$ cat src/rtl/multicycle_alu_pkg.sv
// Shared opcode/function constants, opcode enum and FSM state enum for multicycle_alu.
package multicycle_alu_pkg;

   typedef enum logic [2:0] {
      OP_LW    = 3'b000,
      OP_SW    = 3'b001,
      OP_ADD   = 3'b010,
      OP_SUB   = 3'b011,
      OP_CEQ   = 3'b100,
      OP_CLT   = 3'b101,
      OP_SEI   = 3'b110,
      OP_OTHER = 3'b111
   } op_e;

   localparam logic [2:0] FN_SHIFTL_X = 3'b000;
   localparam logic [2:0] FN_SHIFTL_F = 3'b001;
   localparam logic [2:0] FN_SHIFTL_O = 3'b010;
   localparam logic [2:0] FN_SHIFTR_X = 3'b011;
   localparam logic [2:0] FN_SHIFTR_F = 3'b100;
   localparam logic [2:0] FN_SHIFTR_O = 3'b101;

   typedef enum logic [1:0] {
      S_IDLE  = 2'b00,
      S_SHIFT = 2'b01,
      S_DONE  = 2'b10
   } state_e;

   function automatic logic fn_is_shift(input logic [2:0] fn);
      return fn <= FN_SHIFTR_O;
   endfunction

   function automatic logic fn_is_left(input logic [2:0] fn);
      return fn <= FN_SHIFTL_O;
   endfunction

   // Fill bit for a shift request; f is the F register value at acceptance.
   function automatic logic fn_fill(input logic [2:0] fn, input logic f);
      logic fill;
      case (fn)
         FN_SHIFTL_F, FN_SHIFTR_F: fill = f;
         FN_SHIFTL_O, FN_SHIFTR_O: fill = 1'b1;
         default:                  fill = 1'b0;
      endcase
      return fill;
   endfunction

endpackage

$ cat src/rtl/alu_shift_step.sv
// Combinational one-bit shifter: shifts din by one position left or right, inserting fill.
module alu_shift_step #(
   parameter int WIDTH = 8
) (
   input  logic [WIDTH-1:0] din,
   input  logic             dir_left,
   input  logic             fill,
   output logic [WIDTH-1:0] dout,
   output logic             bit_out
);

   always_comb begin
      if (dir_left) begin
         dout    = {din[WIDTH-2:0], fill};
         bit_out = din[WIDTH-1];
      end else begin
         dout    = {fill, din[WIDTH-1:1]};
         bit_out = din[0];
      end
   end

endmodule

$ cat src/rtl/multicycle_alu.sv
// Multicycle ALU with valid/ready handshakes; shifts run one bit per cycle.
// Optional signed-overflow output ovf when MULTICYCLE_ALU_OVF_EN is defined.
module multicycle_alu
   import multicycle_alu_pkg::*;
#(
   parameter int WIDTH   = 8,
   parameter int SHAMT_W = $clog2(WIDTH)
) (
   input  logic               CLK,
   input  logic               rst_n,
   input  logic               in_valid,
   output logic               in_ready,
   input  logic [2:0]         op,
   input  logic [2:0]         fn,
   input  logic [WIDTH-1:0]   a,
   input  logic [WIDTH-1:0]   b,
   input  logic [SHAMT_W-1:0] shamt,
   output logic               out_valid,
   input  logic               out_ready,
   output logic [WIDTH-1:0]   result,
   output logic               flag,
   output logic               err
`ifdef MULTICYCLE_ALU_OVF_EN
   ,
   output logic               ovf
`endif
);

   state_e             state_q, state_d;
   logic [WIDTH-1:0]   result_q, result_d;
   logic               f_q, f_d;
   logic               err_q, err_d;
   logic [SHAMT_W-1:0] cnt_q, cnt_d;
   logic               dir_left_q, dir_left_d;
   logic               fill_q, fill_d;

   logic [WIDTH:0]     sum_ext;
   logic [WIDTH-1:0]   diff;
   logic [WIDTH-1:0]   step_out;
   logic               step_bit;

   assign sum_ext = {1'b0, a} + {1'b0, b};
   assign diff    = a - b;

   alu_shift_step #(.WIDTH(WIDTH)) u_step (
      .din      (result_q),
      .dir_left (dir_left_q),
      .fill     (fill_q),
      .dout     (step_out),
      .bit_out  (step_bit)
   );

   always_comb begin
      state_d    = state_q;
      result_d   = result_q;
      f_d        = f_q;
      err_d      = err_q;
      cnt_d      = cnt_q;
      dir_left_d = dir_left_q;
      fill_d     = fill_q;
      case (state_q)
         S_IDLE: begin
            if (in_valid) begin
               state_d = S_DONE;
               err_d   = 1'b0;
               case (op_e'(op))
                  OP_ADD: begin
                     result_d = sum_ext[WIDTH-1:0];
                     f_d      = sum_ext[WIDTH];
                  end
                  OP_SUB: begin
                     result_d = diff;
                     f_d      = (a < b);
                  end
                  OP_CEQ: begin
                     f_d      = (a == b);
                     result_d = {{(WIDTH-1){1'b0}}, (a == b)};
                  end
                  OP_CLT: begin
                     f_d      = (a < b);
                     result_d = {{(WIDTH-1){1'b0}}, (a < b)};
                  end
                  OP_SEI: result_d = b;
                  OP_OTHER: begin
                     if (fn_is_shift(fn)) begin
                        result_d   = a;
                        dir_left_d = fn_is_left(fn);
                        fill_d     = fn_fill(fn, f_q);
                        if (shamt != '0) begin
                           cnt_d   = shamt;
                           state_d = S_SHIFT;
                        end
                     end else begin
                        result_d = '0;
                        err_d    = 1'b1;
                     end
                  end
                  default: begin
                     result_d = '0;
                     err_d    = 1'b1;
                  end
               endcase
            end
         end
         S_SHIFT: begin
            result_d = step_out;
            f_d      = step_bit;
            cnt_d    = cnt_q - 1'b1;
            if (cnt_q == SHAMT_W'(1)) state_d = S_DONE;
         end
         S_DONE: begin
            if (out_ready) begin
               state_d = S_IDLE;
               err_d   = 1'b0;
            end
         end
         default: state_d = S_IDLE;
      endcase
   end

   always_ff @(posedge CLK or negedge rst_n) begin
      if (!rst_n) begin
         state_q    <= S_IDLE;
         result_q   <= '0;
         f_q        <= 1'b0;
         err_q      <= 1'b0;
         cnt_q      <= '0;
         dir_left_q <= 1'b0;
         fill_q     <= 1'b0;
      end else begin
         state_q    <= state_d;
         result_q   <= result_d;
         f_q        <= f_d;
         err_q      <= err_d;
         cnt_q      <= cnt_d;
         dir_left_q <= dir_left_d;
         fill_q     <= fill_d;
      end
   end

   assign in_ready  = (state_q == S_IDLE);
   assign out_valid = (state_q == S_DONE);
   assign result    = result_q;
   assign flag      = f_q;
   assign err       = err_q & out_valid;

`ifdef MULTICYCLE_ALU_OVF_EN
   logic ovf_q, ovf_d;

   always_comb begin
      ovf_d = ovf_q;
      if (state_q == S_IDLE && in_valid) begin
         case (op_e'(op))
            OP_ADD:  ovf_d = (a[WIDTH-1] == b[WIDTH-1]) && (sum_ext[WIDTH-1] != a[WIDTH-1]);
            OP_SUB:  ovf_d = (a[WIDTH-1] != b[WIDTH-1]) && (diff[WIDTH-1] != a[WIDTH-1]);
            default: ovf_d = 1'b0;
         endcase
      end else if (state_q == S_DONE && out_ready) begin
         ovf_d = 1'b0;
      end
   end

   always_ff @(posedge CLK or negedge rst_n) begin
      if (!rst_n) ovf_q <= 1'b0;
      else        ovf_q <= ovf_d;
   end

   assign ovf = ovf_q & out_valid;
`endif

endmodule

$ cat config.mk
export PLATFORM = sky130hd
export DESIGN_NAME = multicycle_alu
export DESIGN_NICKNAME = d
export VERILOG_FILES = /design/src/rtl/multicycle_alu_pkg.sv /design/src/rtl/alu_shift_step.sv /design/src/rtl/multicycle_alu.sv
export SDC_FILE = /design/constraint.sdc
export NUM_CORES = 1
export LEC_CHECK = 0
export BUFFER_PORTS_ARGS = -buffer_cell sky130_fd_sc_hd__buf_2
export CORE_MARGIN = 2
export CORE_UTILIZATION = 56
export DETAILED_ROUTE_END_ITERATION = 16
export PLACE_DENSITY = 0.84
export SYNTH_ARGS = -nofsm -noshare
export SYNTH_HDL_FRONTEND = slang
export SYNTH_SLANG_ARGS = --single-unit
$ cat constraint.sdc
create_clock -name CLK -period 2.3 [get_ports CLK]
set_clock_uncertainty 0.15 [all_clocks]
set_input_delay 0.23 -clock CLK [delete_from_list [all_inputs] [get_ports CLK]]
set_output_delay 0.23 -clock CLK [all_outputs]
set_load 0.005 [all_outputs]
==> results.md <==
- Register area share after synthesis: 20.73%
- First-pass GRT wire length: 9294 um
- Dominant synthesized flop cell: dfrtp_1
- Critical Path Start Type: input port
- Syn Inst Count: 262
- Ys Warns: 0
- FF/Latch Area: 425.4 um^2
- Initial antenna violation count: 0
- Status: completed
- Core footprint: 0.003416 mm^2
- Final period utilization: 90.37%
- Leakage power total: 1.132 nW
- RSZ-0062 raised after global routing: no
- Maximum vdd drop: 0.4031 mV
- Pre-antenna DRT Iters: 5
- 1st-iter DRT viols: 198
- Row cnt: 21
- Pin count of the biggest net entering global routing: 18
- Avg Inst Size Synth: 7.832 um^2
- Clk_lat worst skew: 0.30 ns
- Chip height: 64.53 um
- Number of H-tree levels: 1
- CTS tree: built
- F_max: 0.4811 GHz
- CTS clk-pin slew, worst paths: 0.10 ns
- DIE AREA: 0.004164 mm^2
- Tmin final: 2.078 ns
- Drt wl/cell: 15.66 um
- Routed length on met3: 435 um
- Post-CTS Setup Inserts: 0
- Top Layer Used: met4
- Final nets: 361
- Mux cell area share after synthesis: 5.488%
- Worst path arrival time: 2.12 ns
- Vias in the first global route: 2005
- Tot GR Track Use: 28.42%
- Finished Layout Cells: 357
- Post-CTS resize count: 0
- Adder-Cell Fraction of Synth Area: 12.93%
- Starting density of the core: 60.07%
- Setup TNS: 0 ns
- PD cells: 644.5 mW/mm^2
- Critical path data required time: 2.34 ns
- Worst Path Class, Setup: in -> reg
- CTS Hold Buffers Added: 1
- Cell total after placement: 352
- Fin. max-slew vios: 0
- Count of endpoints failing setup in the final report: 0
- Number of flops mapped to enable cells by yosys: 0
- Endpoints failing hold: 0
- Cell variety after synth: 56
- Slew @ Worst Pin: 0.5046 ns
- Multi-input gate area in the final layout: 0.001436 mm^2
- Post-DRT Antenna Nets: 0
- Met2 WL: 2472 um
- Via/cell ratio: 6.160
- Routed vias: 2199
- Syn_nets: 311
- Post-synthesis compound-gate area fraction: 29.09%
- Area grow syn2layout: 15.30%
- Commonest non-fill, non-tap cell in the layout: buf_2
- Root Driver: clkbuf_4
- Clk buf depth: 2
- Post-synthesis register bit count: 17
- Synth Cell Area: 0.002052 mm^2
- Fillers: 309
- Total CTS buffers: 3
- Post-DP HPWL: 4446 um
- Worst slew margin: 66.29%
- Port buffer count: 40
- DRC: 0
- I/O pin cnt: 41
- Placer Congestion: 1.001
- Final wirelength: 5592 um
- Share of cells above drive strength 1: 22.19%
- Met1 WL: 2520 um
- CP max FO: 2
- Most frequent cells in the layout: buf_2 (40), nand2_1 (28), inv_1 (23), nor2_1 (23), o21ai_0 (22)
- Die X: 64.53 um
- Synth Area in Simple Gates: 20.37%
- Grt total ovfl: 0
- Synth Area in XOR/XNOR: 2.134%
- Endpoint class of the critical path: flop
- # clock sinks: 17
- Hold WC Path Type: in -> reg
- Async SR Flop Fraction: 100.0%
- Diode count: 0
- MaxCap Viol Count: 0
- Largest family of logic cells by synthesized area: compound AO/OA/AOI/OAI gates
-- metal layers --
metal	up-vias	GRT usage, %
met5	-	0
met4	0	9.574
met3	14	3.646
met2	103	44.27
met1	1031	40.58
li1	1051	-
-- state kept, by name (all words and copies together) (netlist names) --
register / flops
cnt_q: 3
fill_q: 1
result: 8
state_q: 2
dir_left_q: 1
err_q: 1
flag: 1
-- synth_stat cells (2+ instances only) --
cell type  instances  area share [%]
buf_2              2            0.49
a21oi_1           15             3.7
nand3_1            5             1.2
a31oi_1            4             1.2
o221ai_1           2            0.85
nand2b_1           6             1.8
nor4b_1            2            0.85
a211oi_1           3             1.1
dfrtp_1           17              21
nor4_1             3            0.91
o22ai_1            4             1.2
a21o_1             2            0.73
o31ai_1            2            0.73
o21ai_1            2            0.49
a221oi_1           5             2.1
a21oi_2            2            0.85
nor3_1             5             1.2
buf_6              2             1.1
a221o_1            4             2.0
clkbuf_8           3             2.0
nor3b_1            2            0.73
xnor2_1            4             1.7
mux2i_1            9             4.4
o21ai_0           22             5.4
a22oi_1            3             1.1
buf_4              2            0.73
clkbuf_1           3            0.55
fa_1               2             2.0
ha_1              18              11
and2_1             2            0.61
o211a_1            2            0.98
nor2b_1            6             1.8
a22o_1             2            0.85
nand2_1           28             5.1
mux2_2             2             1.1
nor2_1            23             4.2
inv_1             23             4.2
-- final timing paths --
check	depth (start not counted)	slack, ns	endpoint	start
max	9	0.22	flag	a[0]
min	3	0.05	cnt_q[0]	shamt[0]
max reg2reg	6	0.54	result[4]	dir_left_q
min reg2reg	1	0.38	cnt_q[0]	cnt_q[0]
max in group asynchronous	2	1.50	state_q[1]	rst_n
min in group asynchronous	2	0.22	result[2]	rst_n
-- through the flow --
step | setup slack, ns | hold WS [ns] | area (um^2) | util, % | total power [mW]
finish | 0.2216 | 0.04687 | 2366 | 69.27 | 1.525
global route | 0.09366 | 0.06537 | 2366 | 69.27 | 1.646
CTS | 0.2217 | 0.04308 | 2366 | 69.27 | 1.514
detailed placement | -0.09366 | 0.02330 | 2330 | 68.21 | 1.347
global placement | -0.01819 | 0.02474 | 2330 | 68.21 | 1.312
floorplan | 0.1395 | -0.2156 | 2052 | - | 1.071
-- logic make-up (layout without fill, tap and decap cells) --
kind of cell	after synthesis	count (layout)
AOI/OAI and AO/OA	86	86
DFF	17	17
muxes	11	11
adders and majority gates	20	20
buffers and inverters	36	85
xor gates and xnor gates	5	5
and+or+nand+nor	87	87
-- report_power, final --
| part | internal, mW | leakage (nW) | switching [mW] |
|---|---|---|---|
| clock network | 0.0678 | 0.0150 | 0.0961 |
| logic | 0.378 | 0.903 | 0.409 |
| registers | 0.414 | 0.214 | 0.160 |
| total | 0.860 | 1.13 | 0.665 |
-- worst max-delay path, cell delays in order --
cell	delay, ns
buf_2	0.11
ha_1	0.22
fa_1	0.39
nor3b_1	0.15
a211o_1	0.25
a221o_1	0.33
nor2b_1	0.14
o2111ai_1	0.19
a31oi_1	0.10
-- cell type report --
| class | count | area share, % |
|---|---|---|
| clock buffers | 4 | 1.111 |
| well taps | 46 | 2.433 |
| inverters | 24 | 3.808 |
| repair buffers | 57 | 13.96 |
| multi-input cells | 209 | 60.71 |
| flip-flops and latches | 17 | 17.98 |
(Power assumes the default switching activity.)
